**src/rtl/pipelined_addsub.sv**
```systemverilog
// pipelined_addsub
// ----------------
// Pipelined WIDTH-bit adder/subtractor. The carry chain is cut into STAGES
// chunks of CW = WIDTH/STAGES bits. Each pipeline stage adds one chunk and
// hands its carry to the next stage. The result carries carry/overflow/zero
// flags and moves under a valid/ready handshake.
//
// Optional feature (compile-time macro):
//   ADDSUB_SAT_EN - when defined, a signed overflow clamps sum to the signed
//                   limit in the direction of operand a. The overflow flag
//                   still reports it, zero is taken from the clamped value,
//                   and carry_out stays raw. When undefined, sum is the plain
//                   wrapped result.
//
// Parameters:
//   WIDTH   operand/result width, must be divisible by STAGES
//   STAGES  number of register stages (1..8), also the latency in cycles
//
// Ports:
//   clk        in   rising-edge clock
//   rst_n      in   asynchronous active-low reset
//   in_valid   in   operand beat present
//   in_ready   out  beat accepted this cycle when in_valid is high
//   a, b       in   operands
//   sub        in   0 = a+b, 1 = a-b
//   out_valid  out  result beat present
//   out_ready  in   consumer takes the result this cycle
//   sum        out  result modulo 2^WIDTH (clamped if ADDSUB_SAT_EN)
//   carry_out  out  carry out of the MSB (for subtract, 1 = no borrow)
//   overflow   out  two's-complement signed overflow
//   zero       out  sum == 0

module pipelined_addsub #(
  parameter int WIDTH  = 32,
  parameter int STAGES = 2
) (
  input  logic             clk,
  input  logic             rst_n,
  input  logic             in_valid,
  output logic             in_ready,
  input  logic [WIDTH-1:0] a,
  input  logic [WIDTH-1:0] b,
  input  logic             sub,
  output logic             out_valid,
  input  logic             out_ready,
  output logic [WIDTH-1:0] sum,
  output logic             carry_out,
  output logic             overflow,
  output logic             zero
);

  localparam int CW   = WIDTH / STAGES;
  localparam int LAST = STAGES - 1;
  // The intermediate register count is at least 1 so the arrays stay legal
  // when STAGES = 1. In that case only the output registers are used.
  localparam int PR   = (STAGES > 1) ? STAGES - 1 : 1;

  // Per-stage valid bits. The last bit is the output valid.
  logic [STAGES-1:0] vld;

  // Intermediate stage registers: operands (b already conditioned), the
  // partial sum built so far, and the carry into the next chunk.
  logic [WIDTH-1:0] st_a [PR];
  logic [WIDTH-1:0] st_b [PR];
  logic [WIDTH-1:0] st_s [PR];
  logic             st_c [PR];

  // Stage inputs and the values each stage produces.
  logic [WIDTH-1:0] in_a [STAGES];
  logic [WIDTH-1:0] in_b [STAGES];
  logic [WIDTH-1:0] in_s [STAGES];
  logic             in_c [STAGES];
  logic [WIDTH-1:0] nx_a [STAGES];
  logic [WIDTH-1:0] nx_b [STAGES];
  logic [WIDTH-1:0] nx_s [STAGES];
  logic             nx_c [STAGES];
  logic [CW:0]      chunk [STAGES];

  logic             stall;
  logic [WIDTH-1:0] raw_sum;
  logic [WIDTH-1:0] fin_sum;
  logic             top_a;
  logic             top_b;
  logic             ovf_raw;

  // A stall freezes the whole pipeline, including empty stages. The upstream
  // handshake therefore depends combinationally on out_ready.
  assign stall     = out_valid & ~out_ready;
  assign in_ready  = ~stall;
  assign out_valid = vld[LAST];

  // Stage k adds chunk k of its operands plus the incoming carry. All other
  // bits pass through unchanged. Subtraction is a + ~b + 1, so stage 0 inverts
  // b and uses sub as the initial carry.
  always_comb begin
    in_a[0] = a;
    in_b[0] = sub ? ~b : b;
    in_s[0] = '0;
    in_c[0] = sub;
    for (int k = 1; k < STAGES; k++) begin
      in_a[k] = st_a[k-1];
      in_b[k] = st_b[k-1];
      in_s[k] = st_s[k-1];
      in_c[k] = st_c[k-1];
    end
    for (int k = 0; k < STAGES; k++) begin
      chunk[k] = {1'b0, in_a[k][k*CW +: CW]} + {1'b0, in_b[k][k*CW +: CW]}
               + {{CW{1'b0}}, in_c[k]};
      nx_a[k]  = in_a[k];
      nx_b[k]  = in_b[k];
      nx_s[k]  = in_s[k];
      nx_s[k][k*CW +: CW] = chunk[k][CW-1:0];
      nx_c[k]  = chunk[k][CW];
    end
  end

  // The final stage produces the complete sum and the flags. Overflow uses
  // the conditioned b, so one rule covers both add and subtract.
  assign raw_sum = nx_s[LAST];
  assign top_a   = nx_a[LAST][WIDTH-1];
  assign top_b   = nx_b[LAST][WIDTH-1];
  assign ovf_raw = (top_a == top_b) & (raw_sum[WIDTH-1] != top_a);

`ifdef ADDSUB_SAT_EN
  // Clamp toward the sign of a. On overflow this is the direction in which
  // the true result left the representable range.
  assign fin_sum = ovf_raw ? (top_a ? {1'b1, {(WIDTH-1){1'b0}}}
                                    : {1'b0, {(WIDTH-1){1'b1}}})
                           : raw_sum;
`else
  assign fin_sum = raw_sum;
`endif

  // Pipeline registers. The stage registers hold while the pipeline is
  // stalled, so the output beat stays stable until it is taken. Reset clears
  // every stage, which drops any in-flight beats.
  always_ff @(posedge clk or negedge rst_n) begin
    if (!rst_n) begin
      vld       <= '0;
      sum       <= '0;
      carry_out <= 1'b0;
      overflow  <= 1'b0;
      zero      <= 1'b0;
      for (int k = 0; k < PR; k++) begin
        st_a[k] <= '0;
        st_b[k] <= '0;
        st_s[k] <= '0;
        st_c[k] <= 1'b0;
      end
    end else if (!stall) begin
      vld[0] <= in_valid;
      for (int k = 1; k < STAGES; k++) begin
        vld[k] <= vld[k-1];
      end
      for (int k = 0; k < STAGES - 1; k++) begin
        st_a[k] <= nx_a[k];
        st_b[k] <= nx_b[k];
        st_s[k] <= nx_s[k];
        st_c[k] <= nx_c[k];
      end
      sum       <= fin_sum;
      carry_out <= nx_c[LAST];
      overflow  <= ovf_raw;
      zero      <= ~|fin_sum;
    end
  end

endmodule

```
**config.mk**
```make
export PLATFORM = sky130hd
export DESIGN_NAME = pipelined_addsub
export DESIGN_NICKNAME = d
export VERILOG_FILES = /design/src/rtl/pipelined_addsub.sv
export SDC_FILE = /design/constraint.sdc
export NUM_CORES = 1
export LEC_CHECK = 0
export BUFFER_PORTS_ARGS = -buffer_cell sky130_fd_sc_hd__buf_4
export CELL_PAD_IN_SITES_DETAIL_PLACEMENT = 0
export CELL_PAD_IN_SITES_GLOBAL_PLACEMENT = 1
export CORE_MARGIN = 4
export CORE_UTILIZATION = 41
export DETAILED_ROUTE_END_ITERATION = 12
export PLACE_DENSITY_LB_ADDON = 0.25
export SYNTH_ARGS = -nofsm -noshare
export SYNTH_HDL_FRONTEND = slang
export SYNTH_SLANG_ARGS = --single-unit
```
**constraint.sdc**
```tcl
create_clock -name clk -period 3.36 [get_ports clk]
set_input_delay 0.336 -clock clk [delete_from_list [all_inputs] [get_ports clk]]
set_output_delay 0.336 -clock clk [all_outputs]
set_load 0.02 [all_outputs]
```
==> reports/summary.txt, run 1 <==
TNS Setup -> 0 ns
Die Span Y -> 118 um
Synth Register Bits -> 86
# DRC -> 0
Routed length per placed instance -> 15.0 um
Final Critical Period -> 2.87 ns
Area after DPL -> 5870 um^2
FF-to-FF setup slack -> 0.49 ns
Die Area -> 13900 um^2
CTS Buffer Depth -> 2
WS Path Type -> reg -> reg
Unrepaired setup endpoints after global routing -> false
I/O Pins -> 106
Detail Placement HPWL -> 8.93 mm
Final-report hold violation count -> 0
CP Cell Sequence -> fa_1 > fa_1 > a21oi_2 > o21bai_1 > xor2_1 > nor4_1 > o2111a_1 > o2111ai_1 > o41ai_2
Setup repair bufs after CTS -> 0
Nets -> 753
Setup crit end kind -> flip-flop
Critical path startpoint category -> flip-flop
EDFF count, synth -> 0
Netlist cell types -> 60
DP Cell Count -> 783
Post-CTS sizing -> 0
Worst path slowest cell -> fa_1
Hold Crit Class -> in -> async
Largest stage delay on the critical path -> 0.47 ns
Crit path required time -> 3.61 ns
CTS tree -> built
Largest net degree at the start of global routing -> 110
Crit Path Max Fanout -> 3
Leakage Power -> 3.01 nW
Largest delay contributor family on the critical path -> compound AO/OA/AOI/OAI gates
Routability cong. -> 0.921
GRT Residual Overflow -> 0
Clock Latency Late Sink -> 0.34 ns
WP data arrival -> 3.12 ns
Reg clk slew, reported paths -> 0.06 ns
Initial Util -> 42.7%
Hold buffers post-CTS -> 0
Finished Layout Cells -> 799
Fmax -> 348 MHz
Skew final -> 0.00724 ns
Syn_area_per_cell -> 8.93 um^2
First-pass GRT wire length -> 20.3 mm
Cell Rows -> 39
CTS sink cnt -> 86
Ys Warns -> 0
Synth-to-layout area growth -> 24.4%
Diode count -> 0
DRT iter0 DRCs -> 252
Post-Route WL -> 12.0 mm
Sequential area share after synthesis -> 43.4%
Bufs and invs on worst path -> 0
VDD IR-drop max -> 0.000399 V
H-tree depth -> 3
Status -> finished clean
Post-synth top area cell -> dfrtp_1
Port Buf Inserts -> 105
Count of endpoints failing setup in the final report -> 0
Slew Limit Fails -> 0
Top cell type's share of synthesized area -> 43.4%
DRT antenna net count -> 0
Syn Nets -> 657
Fill count -> 1123
Vias in the first global route -> 4076
CTS root buffer -> clkbuf_16
Post-synthesis async set-or-reset flop share -> 100%
Ratio of cells with drive above 1 in the final layout -> 22.0%
Area contributors post-synth -> dfrtp_1 43%, nand2_1 12%, ha_1 7.6%
Main flop type after synthesis -> dfrtp_1
Total global-route track usage -> 17.9%
Vias per cell -> 5.16
Slew @ Worst Pin -> 1.08 ns
Rel. slew slack -> 27.9%
Vias -> 4119
Power density over the cells -> 677 nW/um^2
Core region area -> 11600 um^2
DRT Pass-1 Iters -> 4
Fin crit share -> 85.5%
Most frequent CP cell -> fa_1
Mapped Cells -> 555
Total CTS buffers -> 9
Post-route design area -> 6160 um^2
Initial antenna violation count -> 0
Number of max-cap violations -> 0
Die Width -> 118 um
Syn Std Cell Area -> 4960 um^2
[cell families (layout without fill, tap and decap cells)]
kind of cell               after synthesis  after routing  synth area share [%]
adders and majority gates               33             33                  8.78
muxes                                    3              3                 0.656
xor gates and xnor gates                52             52                  9.19
buffers and inverters                   34            135                  2.62
DFF                                     86             86                  43.4
and+or+nand+nor                        239            239                  20.6
AOI/OAI and AO/OA                      108            108                  14.7
[final timing paths]
kind,from,end,depth (start not counted)
worst max register to register,st_a[16]$_DFFE_PN0N_,zero$_DFFE_PN0N_,9
worst min register to register,vld[0]$_DFFE_PN0N_,vld[0]$_DFFE_PN0N_,2
worst max-delay path,st_a[16]$_DFFE_PN0N_,zero$_DFFE_PN0N_,9
worst min-delay path,rst_n,st_a[19]$_DFFE_PN0N_,1
max in group asynchronous,rst_n,st_a[28]$_DFFE_PN0N_,1
min in group clk,in_valid,vld[0]$_DFFE_PN0N_,3
[flip-flops by register name (all words and copies together) (netlist names)]
signal	cells
sum	32
st_a	16
st_b	16
st_s	16
vld	2
carry_out	1
overflow	1
st_c	1
zero	1
[routing by layer]
metal,vias up,track usage (%),part of all wire [%]
li1,2092,-,-
met1,1928,25.2,49
met2,83,27.2,45
met3,16,4.28,4.7
met4,0,5.86,1.4
met5,-,0,0
[placed cells by master (no fill, tap or decap), drive strengths merged, types with 3 or more instances in the layout]
| cell | instances |
|---|---|
| o31ai | 6 |
| nand2 | 163 |
| inv | 12 |
| o2111ai | 3 |
| dfrtp | 86 |
| buf | 108 |
| fa | 3 |
| o21ai | 31 |
| a211oi | 3 |
| a31oi | 6 |
| xnor2 | 27 |
| and3 | 5 |
| a21oi | 26 |
| a31o | 3 |
| nand2b | 3 |
| a21o | 10 |
| and2 | 3 |
| ha | 30 |
| nor4 | 7 |
| nor3 | 6 |
| nand4 | 4 |
| clkbuf | 9 |
| xor2 | 25 |
| clkinv | 4 |
| nand3 | 12 |
| nor2 | 25 |
[report_power, final]
part           total (mW)  leakage [nW]  internal [mW]  switching [mW]
registers            1.54          1.03           1.33           0.212
clock network        1.01         0.146          0.579           0.433
logic                1.63          1.84          0.694           0.931
total                4.17          3.01           2.60            1.58
[cell usage after synthesis (7+ instances only)]
library cell	instances
clkbuf_1	15
dfrtp_1	86
nor4_1	7
a21oi_1	22
xor2_1	25
nor2_1	24
a21o_1	10
inv_1	11
o21ai_0	31
nand2_1	163
ha_1	30
nand3_1	11
xnor2_1	27
[area by class of cell]
| class | count | area (um^2) | share of cell area, % |
|---|---|---|---|
| Clock buffer | 9 | 225 | 3.65 |
| Sequential cell | 86 | 2150 | 34.9 |
| Tap cell | 143 | 179 | 2.90 |
| Inverter | 11 | 41.3 | 0.670 |
| Clock inverter | 7 | 73.8 | 1.20 |
| Timing Repair Buffer | 108 | 811 | 13.2 |
| Multi-Input combinational cell | 435 | 2680 | 43.5 |
[metrics by stage]
step           hold slack [ns]  setup WS [ns]  utilization, %  power (mW)
3_5_place_dp             0.452          0.451            50.5        3.19
4_1_cts                  0.172          0.469            53.1        4.22
2_1_floorplan           0.0404          0.595               -        2.56
5_1_grt                  0.182          0.278            53.1        4.47
6_report                 0.182          0.487            53.1        4.17
3_3_place_gp             0.440          0.550            50.5        3.16
[worst register-to-register path, stage by stage, from the launching register on]
cell,delay [ns]
dfrtp_1,0.40
fa_1,0.47
fa_1,0.44
a21oi_2,0.22
o21bai_1,0.10
xor2_1,0.15
nor4_1,0.36
o2111a_1,0.24
o2111ai_1,0.12
o41ai_2,0.28
Power figures use the tool's default switching activity.
==> run 2, diff against run 1 <==
Settings changed: BUFFER_PORTS_ARGS -buffer_cell sky130_fd_sc_hd__buf_4 to unset, CORE_UTILIZATION 41 to 48, DONT_BUFFER_PORTS set to 1, GPL_ROUTABILITY_DRIVEN set to 1.
==> run 2 against run 1 <==
  * Clock skew grew 0.0030 ns
  * Non-clock buffer count shrank 104
  * Maximum frequency shrank 0.48%
  * Design area shrank 14%
  * Clock power shrank 26%
  * Hold slack lost 0.088 ns
  * Largest cell class unchanged
==> reports/summary.txt, run 2 (same netlist as run 1, synthesis figures left out) <==
Final-report hold violation count -> 0 (unchanged)
Ratio of cells with drive above 1 in the final layout -> 6.88% (-15 points)
Comb power frac -> 30.2% (-8.7 points)
Status -> finished clean
FF-to-FF setup slack -> 0.47 ns (about the same)
Switching Share -> 40.6% (+2.9 points)
DRT iter0 DRCs -> 186 (-26%)
Initial Util -> 50.0% (+7.3 points)
Slew @ Worst Pin -> 0.995 ns (-0.0865 ns)
VDD IR-drop max -> 0.000340 V (-15%)
Post-CTS sizing -> 0 (unchanged)
Worst Hold Endpoint -> vld[0]$_DFFE_PN0N_
WP data arrival -> 3.13 ns (about the same)
Setup crit end kind -> flip-flop
Sequential power share -> 49.1% (+12 points)
Most flops, register -> sum
Area of the multi-input gates -> 2680 um^2 (unchanged)
I/O Pins -> 106 (unchanged)
Vias -> 3736 (-9.3%)
Finished Layout Cells -> 685 (-14%)
Number of max-cap violations -> 0 (unchanged)
Hold Crit Class -> in -> reg
Skew final -> 0.0103 ns (+0.00302 ns)
Switch Pwr -> 1.46 mW (-7.4%)
Initial antenna violation count -> 0 (unchanged)
First-pass GRT wire length -> 19.0 mm (-6.4%)
Power density over the cells -> 678 nW/um^2 (+0.15%)
R2r worst-path depth -> 9 (unchanged)
Slew Limit Fails -> 0 (unchanged)
Register area -> 2150 um^2 (unchanged)
Unrepaired setup endpoints after global routing -> false
Fin crit share -> 85.9% (+0.41 points)
Max reg flops -> 32 (unchanged)
Die Area -> 12000 um^2 (-14%)
Total global-route track usage -> 20.5% (+2.6 points)
DRT antenna net count -> 0 (unchanged)
Largest net degree at the start of global routing -> 110 (unchanged)
Reg-to-reg endpoint -> zero$_DFFE_PN0N_
Core region area -> 9910 um^2 (-15%)
CTS tree -> built
Crit path required time -> 3.60 ns (about the same)
Hold path start -> in_valid
Fill count -> 965 (-14%)
Crit Reg-Reg Startpoint -> st_a[16]$_DFFE_PN0N_
Diode count -> 0 (unchanged)
Nets -> 649 (-14%)
Commonest cells after routing, fill and taps aside -> 163 x nand2_1, 86 x dfrtp_1, 31 x o21ai_0
Most common cell after layout, fill and taps aside -> nand2_1
Critical path startpoint category -> flip-flop
GRT Residual Overflow -> 0 (unchanged)
CTS Buffer Depth -> 2 (unchanged)
CTS sink cnt -> 86 (unchanged)
Clk pwr share -> 20.7% (-3.5 points)
Die Span Y -> 110 um (-7.1%)
Routability cong. -> 0.832 (-9.7%)
Final Critical Period -> 2.89 ns (+0.0138 ns)
Int Power -> 2.13 mW (-18%)
# DRC -> 0 (unchanged)
Fmax -> 346 MHz (-0.48%)
Synth-to-layout area growth -> 6.81%
Port Buf Inserts -> 0 (-100%)
Rel. slew slack -> 33.7% (+5.8 points)
Crit Path Max Fanout -> 3 (unchanged)
DRT Pass-1 Iters -> 4 (unchanged)
Vias in the first global route -> 3788 (-7.1%)
DP Cell Count -> 667 (-15%)
Worst hold path depth -> 2
Reg clk slew, reported paths -> 0.09 ns (+0.03 ns)
Vias per cell -> 5.45 (+5.8%)
TNS Setup -> 0 ns (unchanged)
CTS root buffer -> clkbuf_8
Clock Latency Late Sink -> 0.35 ns (about the same)
Total CTS buffers -> 9 (unchanged)
Post-Route WL -> 11.5 mm (-3.9%)
Die Width -> 110 um (-7.1%)
Count of endpoints failing setup in the final report -> 0 (unchanged)
Detail Placement HPWL -> 8.37 mm (-6.3%)
WS Path Type -> reg -> reg
Cell Rows -> 36 (-7.7%)
H-tree depth -> 3 (unchanged)
Leakage Power -> 2.47 nW (-18%)
Routed length per placed instance -> 16.8 um (+12%)
==> run 2: cell types whose count changed in the layout (fill, tap and decap cells not counted), sizes merged <==
cell	change
inv	-1
clkinv	-2
buf	-105
clkbuf	+2
clkinvlp	+1
dlygate4sd3	+1
==> run 2: how the worst max path moves through the flow <==
stage	startpoint	endpoint	slack (ns)	cells after the start
finish	st_a[16]$_DFFE_PN0N_	zero$_DFFE_PN0N_	0.47	9
global route	st_a[16]$_DFFE_PN0N_	zero$_DFFE_PN0N_	0.28	9
CTS	st_a[16]$_DFFE_PN0N_	zero$_DFFE_PN0N_	0.45	9
detailed placement	st_a[16]$_DFFE_PN0N_	zero$_DFFE_PN0N_	0.49	9
global placement	st_a[16]$_DFFE_PN0N_	zero$_DFFE_PN0N_	0.60	9
floorplan	sub	st_s[10]$_DFFE_PN0N_	0.59	11
==> run 2: power by group through the flow <==
stage,combinational [mW],sequential [mW],clock (mW)
3_5_place_dp,1.05,1.79,0
2_1_floorplan,0.857,1.70,0
5_1_grt,1.23,1.80,0.812
3_3_place_gp,1.02,1.79,0
6_report,1.08,1.76,0.744
4_1_cts,1.08,1.77,0.771
==> run 2: area by class of cell <==
class / count / area share [%]
multi-input combinational: 435 / 50.7
sequential: 86 / 40.6
tap: 133 / 3.14
clock buffer: 11 / 2.67
clock inverter: 5 / 1.11
timing repair buffer: 4 / 0.992
inverter: 11 / 0.780
==> run 2: layer usage <==
layer / wire length, um / global-route usage, %
met1: 5660 / 29.5
met2: 4990 / 29.7
met3: 801 / 6.75
met4: 86 / 5.43
met5: 0 / 0
==> run 2: what timing repair did <==
item | 4_1_cts | 5_1_grt
hold buffers | 2 | 0
hold endpoints to repair | 86 | 0
buffers inserted | 0 | 0
==> run 2: stage by stage <==
stage	power, mW	worst slack [ns]	instance area (um^2)	util [%]	hold slack [ns]
global route	3.84	0.281	5300	53.4	0.0657
detailed placement	2.84	0.492	5060	51.0	0.0450
floorplan	2.56	0.595	4960	-	0.0404
global placement	2.81	0.600	5060	51.0	0.0443
finish	3.59	0.473	5300	53.4	0.0939
CTS	3.62	0.452	5300	53.4	0.0651
==> run 2: critical path: stages (launching register included) <==
cell and delay [ns]:
dfrtp_1 0.41, fa_1 0.46, fa_1 0.43, a21oi_2 0.22, o21bai_1 0.09, xor2_1 0.16
nor4_1 0.32, o2111a_1 0.25, o2111ai_1 0.12, o41ai_2 0.30
==> run 3, diff against run 2 <==
Clock period 3.36 ns to 3.1 ns, I/O delays scaled along.
==> run 3 against run 2 <==
  * Routed wire length down 0.77%
  * Via count up 1.3%
  * Global-route usage down 0.061 points
  * Final cell count down 0.15%
  * Register-to-register slack worse by 0.25 ns
  * Core utilization up 0.23 points
  * Critical path type unchanged
  * Largest cell class unchanged
  * Largest power group unchanged
==> reports/summary.txt, run 3 (same netlist as run 1, synthesis figures left out) <==
Setup repair bufs after CTS -> 0 (unchanged)
Detail Placement HPWL -> 8.50 mm (+1.6%)
Skew final -> 0.0117 ns (+0.00146 ns)
H-tree depth -> 3 (unchanged)
Crit Reg-Reg Startpoint -> st_a[16]$_DFFE_PN0N_
Post-CTS sizing -> 0 (unchanged)
Ratio of cells with drive above 1 in the final layout -> 6.72% (-0.17 points)
Max reg flops -> 32 (unchanged)
VDD IR-drop max -> 0.000327 V (-3.8%)
Count of endpoints failing setup in the final report -> 0 (unchanged)
Vias -> 3784 (+1.3%)
Total global-route track usage -> 20.4% (-0.061 points)
WP data arrival -> 3.14 ns (about the same)
Diode count -> 0 (unchanged)
DRT antenna net count -> 0 (unchanged)
Fill count -> 952 (-1.3%)
Crit Path Max Fanout -> 3 (unchanged)
Setup crit end kind -> flip-flop
Hold Crit Class -> in -> reg
Final Critical Period -> 2.88 ns (-0.0118 ns)
Leakage Power -> 2.48 nW (+0.53%)
Hold buffers post-CTS -> 2 (unchanged)
Worst hold path depth -> 2 (unchanged)
First-pass GRT wire length -> 19.0 mm (unchanged)
Slew Limit Fails -> 0 (unchanged)
DP Cell Count -> 667 (unchanged)
R2r worst-path depth -> 9 (unchanged)
Cell Rows -> 36 (unchanged)
Fin crit share -> 92.8% (+6.8 points)
Die Area -> 12000 um^2 (unchanged)
Register area -> 2150 um^2 (unchanged)
Utilization after layout -> 53.7% (+0.23 points)
Rel. slew slack -> 34.3% (+0.69 points)
I/O Pins -> 106 (unchanged)
Nets -> 649 (unchanged)
Routability cong. -> 0.876 (+5.3%)
Clk pwr share -> 22.4% (+1.7 points)
Reg clk slew, reported paths -> 0.09 ns (about the same)
Hold path start -> a[22]
Area of the multi-input gates -> 2680 um^2 (unchanged)
Slew @ Worst Pin -> 0.985 ns (-0.0104 ns)
Largest net degree at the start of global routing -> 110 (unchanged)
DRT Pass-1 Iters -> 4 (unchanged)
Worst Hold Endpoint -> st_a[22]$_DFFE_PN0N_
WS Path Type -> reg -> reg
Initial Util -> 50.0% (unchanged)
CTS tree -> built
Reg-to-reg endpoint -> zero$_DFFE_PN0N_
GRT Residual Overflow -> 0 (unchanged)
CTS Buffer Depth -> 2 (unchanged)
Int Power -> 2.41 mW (+13%)
DRT iter0 DRCs -> 198 (+6.5%)
Finished Layout Cells -> 684 (-0.15%)
CTS root buffer -> clkbuf_8
CTS sink cnt -> 86 (unchanged)
Number of max-cap violations -> 0 (unchanged)
Most common cell after layout, fill and taps aside -> nand2_1
Commonest cells after routing, fill and taps aside -> 163 x nand2_1, 86 x dfrtp_1, 31 x o21ai_0
Final-report hold violation count -> 0 (unchanged)
Clock Latency Late Sink -> 0.36 ns (about the same)
Status -> finished clean
Pre-CTS setup slack -> 0.197 ns (-0.294 ns)
Vias per cell -> 5.53 (+1.4%)
Initial antenna violation count -> 0 (unchanged)
Vias in the first global route -> 3867 (+2.1%)
Hold slack -> 0.0549 ns (-0.0390 ns)
Crit path required time -> 3.36 ns (-0.24 ns)
Switch Pwr -> 1.56 mW (+6.6%)
TNS Setup -> 0 ns (unchanged)
# DRC -> 0 (unchanged)
Fmax -> 348 MHz (+0.41%)
Core region area -> 9910 um^2 (unchanged)
Comb power frac -> 29.4% (-0.8 points)
Die Span Y -> 110 um (unchanged)
Sequential power share -> 48.2% (-0.9 points)
Port Buf Inserts -> 0 (unchanged)
Power density over the cells -> 746 nW/um^2 (+10%)
Switching Share -> 39.2% (-1.4 points)
FF-to-FF setup slack -> 0.22 ns (-0.25 ns)
Unrepaired setup endpoints after global routing -> false
Total CTS buffers -> 9 (unchanged)
Post-Route WL -> 11.4 mm (-0.77%)
Routed length per placed instance -> 16.7 um (-0.63%)
Die Width -> 110 um (unchanged)
Critical path startpoint category -> flip-flop
Synth-to-layout area growth -> 7.27%
Post-route design area -> 5320 um^2 (+0.43%)
Post-route setup slack -> 0.224 ns (-0.248 ns)
Area after DPL -> 5060 um^2 (unchanged)
Most flops, register -> sum
Design Power -> 3.97 mW (+10%)
[run 3: cell count changes in the layout (fill, tap and decap cells not counted)]
cell and change:
clkinv_4 -1, clkinvlp_4 -1, clkbuf_8 +1, bufinv_16 +1
clkinv_2 -1
[run 3: worst max path at each step]
stage                          from              endpoint  slack (ns)  cells after the start
6_report       st_a[16]$_DFFE_PN0N_      zero$_DFFE_PN0N_        0.22                      9
5_1_grt        st_a[16]$_DFFE_PN0N_      zero$_DFFE_PN0N_        0.03                      9
4_1_cts        st_a[16]$_DFFE_PN0N_      zero$_DFFE_PN0N_        0.19                      9
3_5_place_dp   st_a[16]$_DFFE_PN0N_      zero$_DFFE_PN0N_        0.20                      9
3_3_place_gp   st_a[16]$_DFFE_PN0N_      zero$_DFFE_PN0N_        0.34                      9
2_1_floorplan                   sub  st_s[10]$_DFFE_PN0N_        0.36                     11
[run 3: area by class of cell]
cell class	count	area share, %
multi-input combinational	435	50.4
sequential	86	40.5
tap	133	3.13
clock buffer	12	2.92
clock inverter	3	1.27
timing repair buffer	4	0.988
inverter	11	0.776
[run 3: layer usage]
metal	GRT usage, %	vias up	wire, um
met5	0	-	0
met4	5.52	0	148
met3	6.75	11	895
met2	30.6	98	5080
met1	28.4	1784	5320
li1	-	1891	-
[run 3: power by group through the flow]
stage	combinational, mW	clock, mW	sequential [mW]
2_1_floorplan	0.929	0	1.84
3_3_place_gp	1.11	0	1.94
3_5_place_dp	1.14	0	1.94
4_1_cts	1.17	0.912	1.92
5_1_grt	1.34	0.966	1.96
6_report	1.17	0.887	1.91
[run 3: critical path, cell delays in order (launching register included)]
cell,delay [ns]
dfrtp_1,0.40
fa_1,0.46
fa_1,0.44
a21oi_2,0.22
o21bai_1,0.09
xor2_1,0.16
nor4_1,0.33
o2111a_1,0.25
o2111ai_1,0.12
o41ai_2,0.30
